[config.mk]
export PLATFORM = sky130hd
export DESIGN_NAME = demux4_1_buf
export DESIGN_NICKNAME = d
export VERILOG_FILES = /design/src/rtl/demux4_1_buf.sv
export SDC_FILE = /design/constraint.sdc
export NUM_CORES = 1
export LEC_CHECK = 0
export CAP_MARGIN = 0
export CORE_UTILIZATION = 42
export CTS_CLUSTER_SIZE = 40
export DETAILED_ROUTE_END_ITERATION = 8
export PLACE_DENSITY = 0.77
export SLEW_MARGIN = 40
export SYNTH_ARGS = -nofsm -noshare
export SYNTH_HDL_FRONTEND = slang
export SYNTH_SLANG_ARGS = --single-unit
export TNS_END_PERCENT = 30
[constraint.sdc]
create_clock -name clk -period 2.15 [get_ports clk]
set_input_delay 0.3225 -clock clk [delete_from_list [all_inputs] [get_ports clk]]
set_output_delay 0.3225 -clock clk [all_outputs]
set_load 0.02 [all_outputs]
[src/rtl/demux4_1_buf.sv]
// Buffered 1-to-4 demux: routes each accepted word by in_dest into a single-entry holding register per channel.
// Latency 1 cycle; in_ready drops only when the addressed channel is full and its consumer is not draining it.
module demux4_1_buf #(
  parameter int WIDTH = 8
) (
  input  logic             clk,
  input  logic             rst,
  input  logic [WIDTH-1:0] in_data,
  input  logic [1:0]       in_dest,
  input  logic             in_valid,
  output logic             in_ready,
  output logic [WIDTH-1:0] out_data0,
  output logic [WIDTH-1:0] out_data1,
  output logic [WIDTH-1:0] out_data2,
  output logic [WIDTH-1:0] out_data3,
  output logic [3:0]       out_valid,
  input  logic [3:0]       out_ready,
  output logic [7:0]       xfer_count
);

  logic [WIDTH-1:0] data_q [4];
  logic [3:0]       valid_q;
  logic [7:0]       count_q;
  logic             accept;
  logic [3:0]       load;

  // Readiness looks only at the addressed channel, so a stalled channel never blocks the others.
  assign in_ready = !rst && (!valid_q[in_dest] || out_ready[in_dest]);
  assign accept   = in_valid && in_ready;

  always_comb begin
    load = 4'b0000;
    if (accept) load = 4'b0001 << in_dest;
  end

  always_ff @(posedge clk or posedge rst) begin
    if (rst) begin
      for (int k = 0; k < 4; k++) data_q[k] <= '0;
      valid_q <= 4'b0000;
      count_q <= 8'h00;
    end else begin
      for (int k = 0; k < 4; k++) begin
        if (load[k]) begin
          data_q[k]  <= in_data;
          valid_q[k] <= 1'b1;
        end else if (out_ready[k]) begin
          valid_q[k] <= 1'b0;
        end
      end
      count_q <= count_q + 8'(accept);
    end
  end

  assign out_data0  = data_q[0];
  assign out_data1  = data_q[1];
  assign out_data2  = data_q[2];
  assign out_data3  = data_q[3];
  assign out_valid  = valid_q;
  assign xfer_count = count_q;

endmodule
# Word level (Yosys, flattened, before mapping)
# Cells that the tools add are included.
# word_totals
regBits	44
output_inout_bits	45
in_bits	17
# classes
add_sub_neg	1
n_shift	1
reduce_logical	9
order_cmp	1
muxes	13
# op_table
operator	count
$mux 1	10
$add 8x1->8	1
$reduce_bool 2->1	4
$bmux 1 s2	2
$mux 4	1
$shl 1x2->4 const A	1
$lt 2x3->1 const B	1
$logic_and 1x1->1	2
$logic_not 1->1	2
$logic_or 1x1->1	1

# Depth between registers and ports, before layout
# Gate-level depths: netlist of the first run.
# depth
depth_word	8
depth_mapped	8
ltp_nobuf	8

# Worst setup path after synthesis of the first run
# Ideal clock, no wire load.
# synth_timing
path_kind	register to register
startpoint	reg valid_q[0], in the netlist out_valid[0]
endpoint	reg count_q[6], in the netlist xfer_count[6]
t_arrival_ps	1916
setup_time_ps	129
slack_ps	104
period_less_slack_ps	2046
t_required_ps	2021
path_buffers	0
path_stages_with_launch	9
path_cell_list	dfrtp_1 -> nor2b_1 -> mux4_2 -> nor2_1 -> ha_1 -> ha_1 -> and3_1 -> nand3_1 -> xnor2_1
# synth_between
elab_chain_len	7
# synth_lines
item	line_no	rtl
from (decl)	22	logic [3:0] valid_q;
from (signal assigned)	39	valid_q <= 4'b0000;
from (signal, indexed assignment)	45	valid_q[k] <= 1'b1;
from (signal, indexed assignment)	47	valid_q[k] <= 1'b0;
$bmux 1 s2	28	assign in_ready = !rst && (!valid_q[in_dest] || out_ready[in_dest]);
$mux 1 (not written as such)	28	
$logic_not 1->1	28	
$logic_or 1x1->1	28	
$logic_and 1x1->1	28	
$logic_and 1x1->1	29	assign accept = in_valid && in_ready;
$add 8x1->8	50	count_q <= count_q + 8'(accept);
to (signal assigned)	50	
to (decl)	23	logic [7:0] count_q;
# No other way between the ends. The select of a mux whose other input is x is not followed.
# A chain may end at the register's enable or synchronous reset.

# Worst setup path after layout of the first run
# layout_timing
startpoint	in out_ready[2]
endpoint	out in_ready
# layout_between
elab_chain_len	4
# layout_lines
item	line_no	rtl
from (decl)	17	input logic [3:0] out_ready,
$bmux 1 s2	28	
$mux 1 (not written as such)	28	
$logic_or 1x1->1	28	
$logic_and 1x1->1	28	
to (decl)	11	output logic in_ready,
# No other way between the ends. The select of a mux whose other input is x is not followed.

==> results of run 1 <==
## cells in the mapped netlist
master | count | area [um2]
nor3_1 | 1 | 5.00
mux4_2 | 1 | 22.5
nor2_1 | 3 | 11.3
or2_2 | 2 | 12.5
nor4_4 | 1 | 21.3
nand4b_2 | 1 | 15.0
ha_1 | 2 | 25.0
and3_1 | 1 | 6.26
xor2_1 | 4 | 35.0
nor4b_4 | 1 | 23.8
nand2_1 | 4 | 15.0
xnor2_1 | 2 | 17.5
and2b_1 | 1 | 7.51
buf_2 | 1 | 5.00
nand2b_1 | 2 | 12.5
nand2b_4 | 1 | 13.8
inv_1 | 1 | 3.75
nand3_1 | 2 | 10.0
dfrtp_1 | 44 | 1100
mux2_2 | 32 | 360
nor2b_1 | 4 | 25.0
nand4_2 | 1 | 12.5
## metal layers
metal | vias to the layer above | share of wire, % | GRT usage [%]
li1 | 542 | - | -
met4 | 0 | 0.41 | 4.79
met3 | 2 | 7.1 | 6.34
met2 | 49 | 49 | 33.5
met1 | 593 | 43 | 24.8
met5 | - | 0 | 0
## how the worst max path moves through the flow
| stage | startpoint | endpoint | slack, ns | cells after the start |
|---|---|---|---|---|
| after floorplan | out_valid[0] | xfer_count[6] | 0.10 | 8 |
| after global placement | in_dest[0] | in_ready | -0.22 | 4 |
| after detailed placement | in_dest[0] | in_ready | -0.27 | 4 |
| after CTS | in_dest[0] | in_ready | 0.0003 | 4 |
| after global routing | out_ready[2] | xfer_count[6] | -0.01 | 9 |
| final | out_ready[2] | in_ready | 0.06 | 5 |
## cells in the final DEF (no fill, tap or decap), drive strengths merged
master / synthesis / routed
nand3: 2 / 2
mux4: 1 / 1
xor2: 4 / 4
dlymetal6s2s: 0 / 2
nand2b: 3 / 3
or2: 2 / 2
nand4b: 1 / 1
ha: 2 / 2
clkbuf: 0 / 6
xnor2: 2 / 2
mux2: 32 / 32
and3: 1 / 1
nor2b: 4 / 4
nand2: 4 / 4
nor3: 1 / 1
clkinv: 0 / 2
buf: 1 / 10
clkdlybuf4s15: 0 / 1
nand4: 1 / 1
and2b: 1 / 1
bufinv: 0 / 1
nor4: 1 / 1
nor4b: 1 / 1
clkdlybuf4s50: 0 / 58
nor2: 3 / 3
dfrtp: 44 / 44
## flip-flops by register name (all words and copies together), names as in the netlist
| register | cells |
|---|---|
| out_data0 | 8 |
| out_data1 | 8 |
| out_data2 | 8 |
| out_data3 | 8 |
| xfer_count | 8 |
| out_valid | 4 |
## where the power goes
group,total (mW),switching [mW],internal [mW]
logic,0.943,0.438,0.505
registers,1.16,0.136,1.02
clock network,0.600,0.255,0.345
total,2.70,0.829,1.87
## timing repair
| action | 4_1_cts | 5_1_grt |
|---|---|---|
| endpoints found under the hold margin | 0 | 0 |
| buffers inserted | 0 | 1 |
| endpoints found under the setup margin | 1 | 3 |
| pin swaps | 0 | 2 |
| resized for setup | 1 | 9 |
## layout make-up
cell class              count  area, um2  share of cell area [%]
flip-flops and latches     44       1100                    41.7
repair buffers             71        691                    26.1
multi-input cells          66        677                    25.6
clock buffers               6       72.6                    2.75
well taps                  50       62.6                    2.37
clock inverters             2       35.0                    1.33
inverters                   1       3.75                   0.142
## through the flow
step,setup WS [ns],setup TNS (ns),hold slack (ns),total power [mW]
floorplan,0.104,0,0.473,1.59
global placement,-0.221,-0.590,0.459,2.07
detailed placement,-0.269,-1.01,0.465,2.10
CTS,0.000307,0,0.460,2.71
global route,-0.0145,-0.0145,0.447,2.84
finish,0.0616,0,0.400,2.70
## worst register-to-register path, delay by kind of cell, from the launching register on
family                   cells  cell delay [ns]
XOR/XNOR                     1             0.18
AND/OR/NAND/NOR              4             0.56
adder cells (fa/ha/maj)      2             0.36
multiplexers                 1             0.48
flip-flops                   1             0.39
## cell families (layout without fill, tap and decap cells)
| logic type | count (synthesis) | count (layout) | synth area share, % |
|---|---|---|---|
| xor gates and xnor gates | 6 | 6 | 2.98 |
| adders and majority gates | 2 | 2 | 1.42 |
| buffers and inverters | 2 | 80 | 0.497 |
| DFF | 44 | 44 | 62.5 |
| muxes | 33 | 33 | 21.7 |
| and+or+nand+nor | 25 | 25 | 10.9 |
==> flow_summary.toml, run 1 <==
[die]
die_w_um = 66.8
start_util_pct = 44.0
rows = 23
die_y_um = 66.8
core_area_um2 = 4000
die_area_um2 = 4460
io_pins = 62

[setup_path]
rrSetupSlack_ns = 0.10
cp_max_fo = 2
r2r-start = "out_valid[1]"
crit_path_end_kind = "output pin"
worstSetupPathType = "in -> out"
worstPathCellList = "clkdlybuf4s50_1 -> nor2b_1 -> mux4_2 -> nor2_1 -> clkdlybuf4s15_1"
r2r_cells = 8
slowest_stage = "clkdlybuf4s50_1"
regToRegEndpoint = "xfer_count[6]"
arrival_ns = 1.77
slowest_delay_ns = 0.49
path_buf_inv = 2
cpLargestDelayFamily = "buffers and inverters"
critPathLaunchType = "input port"
worstPathRequired_ns = 1.83

[global_route]
grt_max_degree = 22
track_usage_pct = 19.9
grt_pass1_vias = 1280
antenna_found_initial = 0
grt_overflow = 0
grt_pass1_wl_um = 6400

[outcome]
status = "finished, final reports clean"

[finish]
final_area_um2 = 2640
fillCellCount = 307
syn_to_final_growth_pct = 50.0
antenna_cells = 0
final_nets = 208
final_layout_size_suffix_gt1_share_pct = 32.6
stdcell_count = 240
post-route-util_pct = 66.1

[route]
ant_nets = 0
drt_first_pass_iters = 4
drt_wl_total_um = 3860
initialDrtViolationCount = 43
vias = 1186
via_per_inst = 4.94
avgRoutedWirePerCell_um = 16.1
drc = 0

[synthesis]
syn-num-nets = 131
yosys_warnings = 0
syn_area_per_cell_um2 = 15.7
synthDistinctLibCells = 22
seq_area_frac_synth_pct = 62.5
synth_seq_cells = 44
synth_cells = 112
synthesis.area_um2 = 1760

[timing]
period_share_pct = 97.1
finalHoldViolations = 0
period_needed_ns = 2.09
worst_pin_slew_ns = 0.710
skew_ns = 0.00535
setup_viol = 0
slew_headroom_pct = 52.4
final_max_slew_viol_count = 0
max_freq_mhz = 479

[power_and_ir_drop]
p_leak_nw = 1.16
vdd_drop_max_uv = 608
pwr_density_cell_nw_per_um2 = 1020

[job]
cap_viol_max_count = 0

[clocking]
clock_latency_ns = 0.28
ctsHoldBuffers = 0
cts_root_buf = "clkbuf_8"
cts.sinks = 44
htreeDepth = 2
clk_pin_slew_worst_paths_ns = 0.08
cts_tree = "built"
clockBufferDepth = 2
cts_buffers = 5

[min_path]
hold_path.startpoint = "out_ready[3]"
holdPathStages = 3
hold_class = "in -> reg"
hold_end = "out_valid[3]"

[placed_design]
portBuffers = 61
dp_cells = 231
gp_routability_congestion = 0.709
dp_hpwl_um = 2860
place_area_um2 = 2500
Note: power is estimated with default switching activity, not from simulation.
==> run 2: changes to the inputs <==
Settings changed: CORE_MARGIN set to 4.
==> run 2 against run 1 <==
- via count is 0.84% lower
- die area is 19% higher
- register-to-register slack about the same
- sequential power is essentially flat
- maximum frequency grew 0.55%
==> flow_summary.toml, run 2 (synthesized netlist as in run 1, its figures left out) <==
[setup_path]
cp_max_fo = 3
arrival_ns = 1.75
r2r_cells = 8
worstPathRequired_ns = 1.83
worstSetupPathType = "in -> out"
critPathLaunchType = "input port"
rrSetupSlack_ns = 0.11
r2r-start = "out_valid[0]"
regToRegEndpoint = "xfer_count[6]"
worstPathCellList = "clkdlybuf4s50_1 -> nor2b_1 -> mux4_2 -> nor2_1 -> clkdlybuf4s15_1"
slowest_stage = "mux4_2"
crit_path_end_kind = "output pin"
slowest_delay_ns = 0.49

[finish]
antenna_cells = 0
most-common-layout-cells = "59 x clkdlybuf4s50_1, 44 x dfrtp_1, 32 x mux2_2"
post-route-util_pct = 64.3
final_area_um2 = 2590
syn_to_final_growth_pct = 47.2
layout_commonest_cell = "clkdlybuf4s50_1"
final_nets = 207
final_layout_size_suffix_gt1_share_pct = 31.9

[power_and_ir_drop]
pwr-share-seq_pct = 44.9
p_total_mw = 2.56
p_leak_nw = 1.13
p_int_mw = 1.74
switching_share_pct = 32.1
power_switching_uw = 819
pwr_density_cell_nw_per_um2 = 986
clockPowerShare_pct = 18.5
vdd_drop_max_uv = 539
comb_power_share_pct = 36.6

[timing]
skew_ns = 0.00788
final_max_slew_viol_count = 0
period_share_pct = 96.6
finalHoldViolations = 0
setup_tns_ns = 0
rsz0062_at_grt = "false"
period_needed_ns = 2.08
worst_pin_slew_ns = 0.580
setup_viol = 0
holdWs_ns = 0.412
slew_headroom_pct = 61.1
max_freq_mhz = 481

[clocking]
clk_pin_slew_worst_paths_ns = 0.08
cts_buffers = 5
clockBufferDepth = 2
cts_root_buf = "clkbuf_8"
post-cts-setup-buffer-count = 0
cts.sinks = 44
ctsHoldBuffers = 0
cts_tree = "built"
htreeDepth = 2
clock_latency_ns = 0.29

[route]
drc = 0
drt_first_pass_iters = 3
via_per_inst = 4.94
drt_wl_total_um = 4090
ant_nets = 0
avgRoutedWirePerCell_um = 17.2
vias = 1176
initialDrtViolationCount = 49

[die]
die_y_um = 72.8
die_w_um = 72.8
rows = 23
die_area_um2 = 5290
start_util_pct = 43.7
core_area_um2 = 4030
io_pins = 62

[placed_design]
dp_hpwl_um = 3140
gp_routability_congestion = 0.833
portBuffers = 61
place_area_um2 = 2500

[outcome]
status = "finished, final reports clean"

[global_route]
grt_max_degree = 18
grt_overflow = 0
track_usage_pct = 16.9
antenna_found_initial = 0
grt_pass1_wl_um = 6620
grt_pass1_vias = 1350

[job]
cap_viol_max_count = 0

[min_path]
hold_class = "in -> async"
==> run 2: worst max-delay path, delay by kind of cell <==
family        cells  cell delay (ns)
buf+inv           2             0.75
simple gates      2             0.18
mux               1             0.49
==> run 2: power groups by stage <==
stage,clock [mW],combinational (mW),sequential [mW]
2_1_floorplan,0,0.202,1.39
3_3_place_gp,0,0.923,1.15
3_5_place_dp,0,0.944,1.16
4_1_cts,0.495,0.947,1.15
5_1_grt,0.533,0.992,1.17
6_report,0.473,0.936,1.15
==> run 2: layer usage <==
layer	vias up	part of all wire, %	global-route usage (%)
li1	540	-	-
met4	0	0.90	4.92
met5	-	0	0
met2	34	53	29.8
met3	5	7.6	6.75
met1	597	39	18.6
==> run 2: metrics by stage <==
stage	worst slack (ns)	std cells
after floorplan	0.104	112
after global placement	-0.229	231
after detailed placement	-0.254	231
after CTS	0.0216	238
after global routing	0.0144	238
final	0.0731	238
==> run 2: worst max-delay path by stage <==
| stage | end | startpoint | slack [ns] |
|---|---|---|---|
| 2_1_floorplan | xfer_count[6] | out_valid[0] | 0.10 |
| 3_3_place_gp | in_ready | in_dest[0] | -0.23 |
| 3_5_place_dp | xfer_count[6] | in_dest[0] | -0.25 |
| 4_1_cts | in_ready | in_dest[0] | 0.02 |
| 5_1_grt | xfer_count[6] | out_valid[0] | 0.01 |
| 6_report | in_ready | out_ready[1] | 0.07 |
==> run 2: final cells by class <==
type                            count  area (um2)
Clock buffer                        6        72.6
Clock inverter                      1        5.00
Fill cell                         301        1440
Inverter                            1        3.75
Multi-Input combinational cell     66         667
Sequential cell                    44        1100
Tap cell                           50        62.6
Timing Repair Buffer               70         681
==> run 2: what timing repair did <==
item | CTS | global route
gates resized for setup | 1 | 7
gates cloned | 0 | 0
setup endpoints to repair | 1 | 3
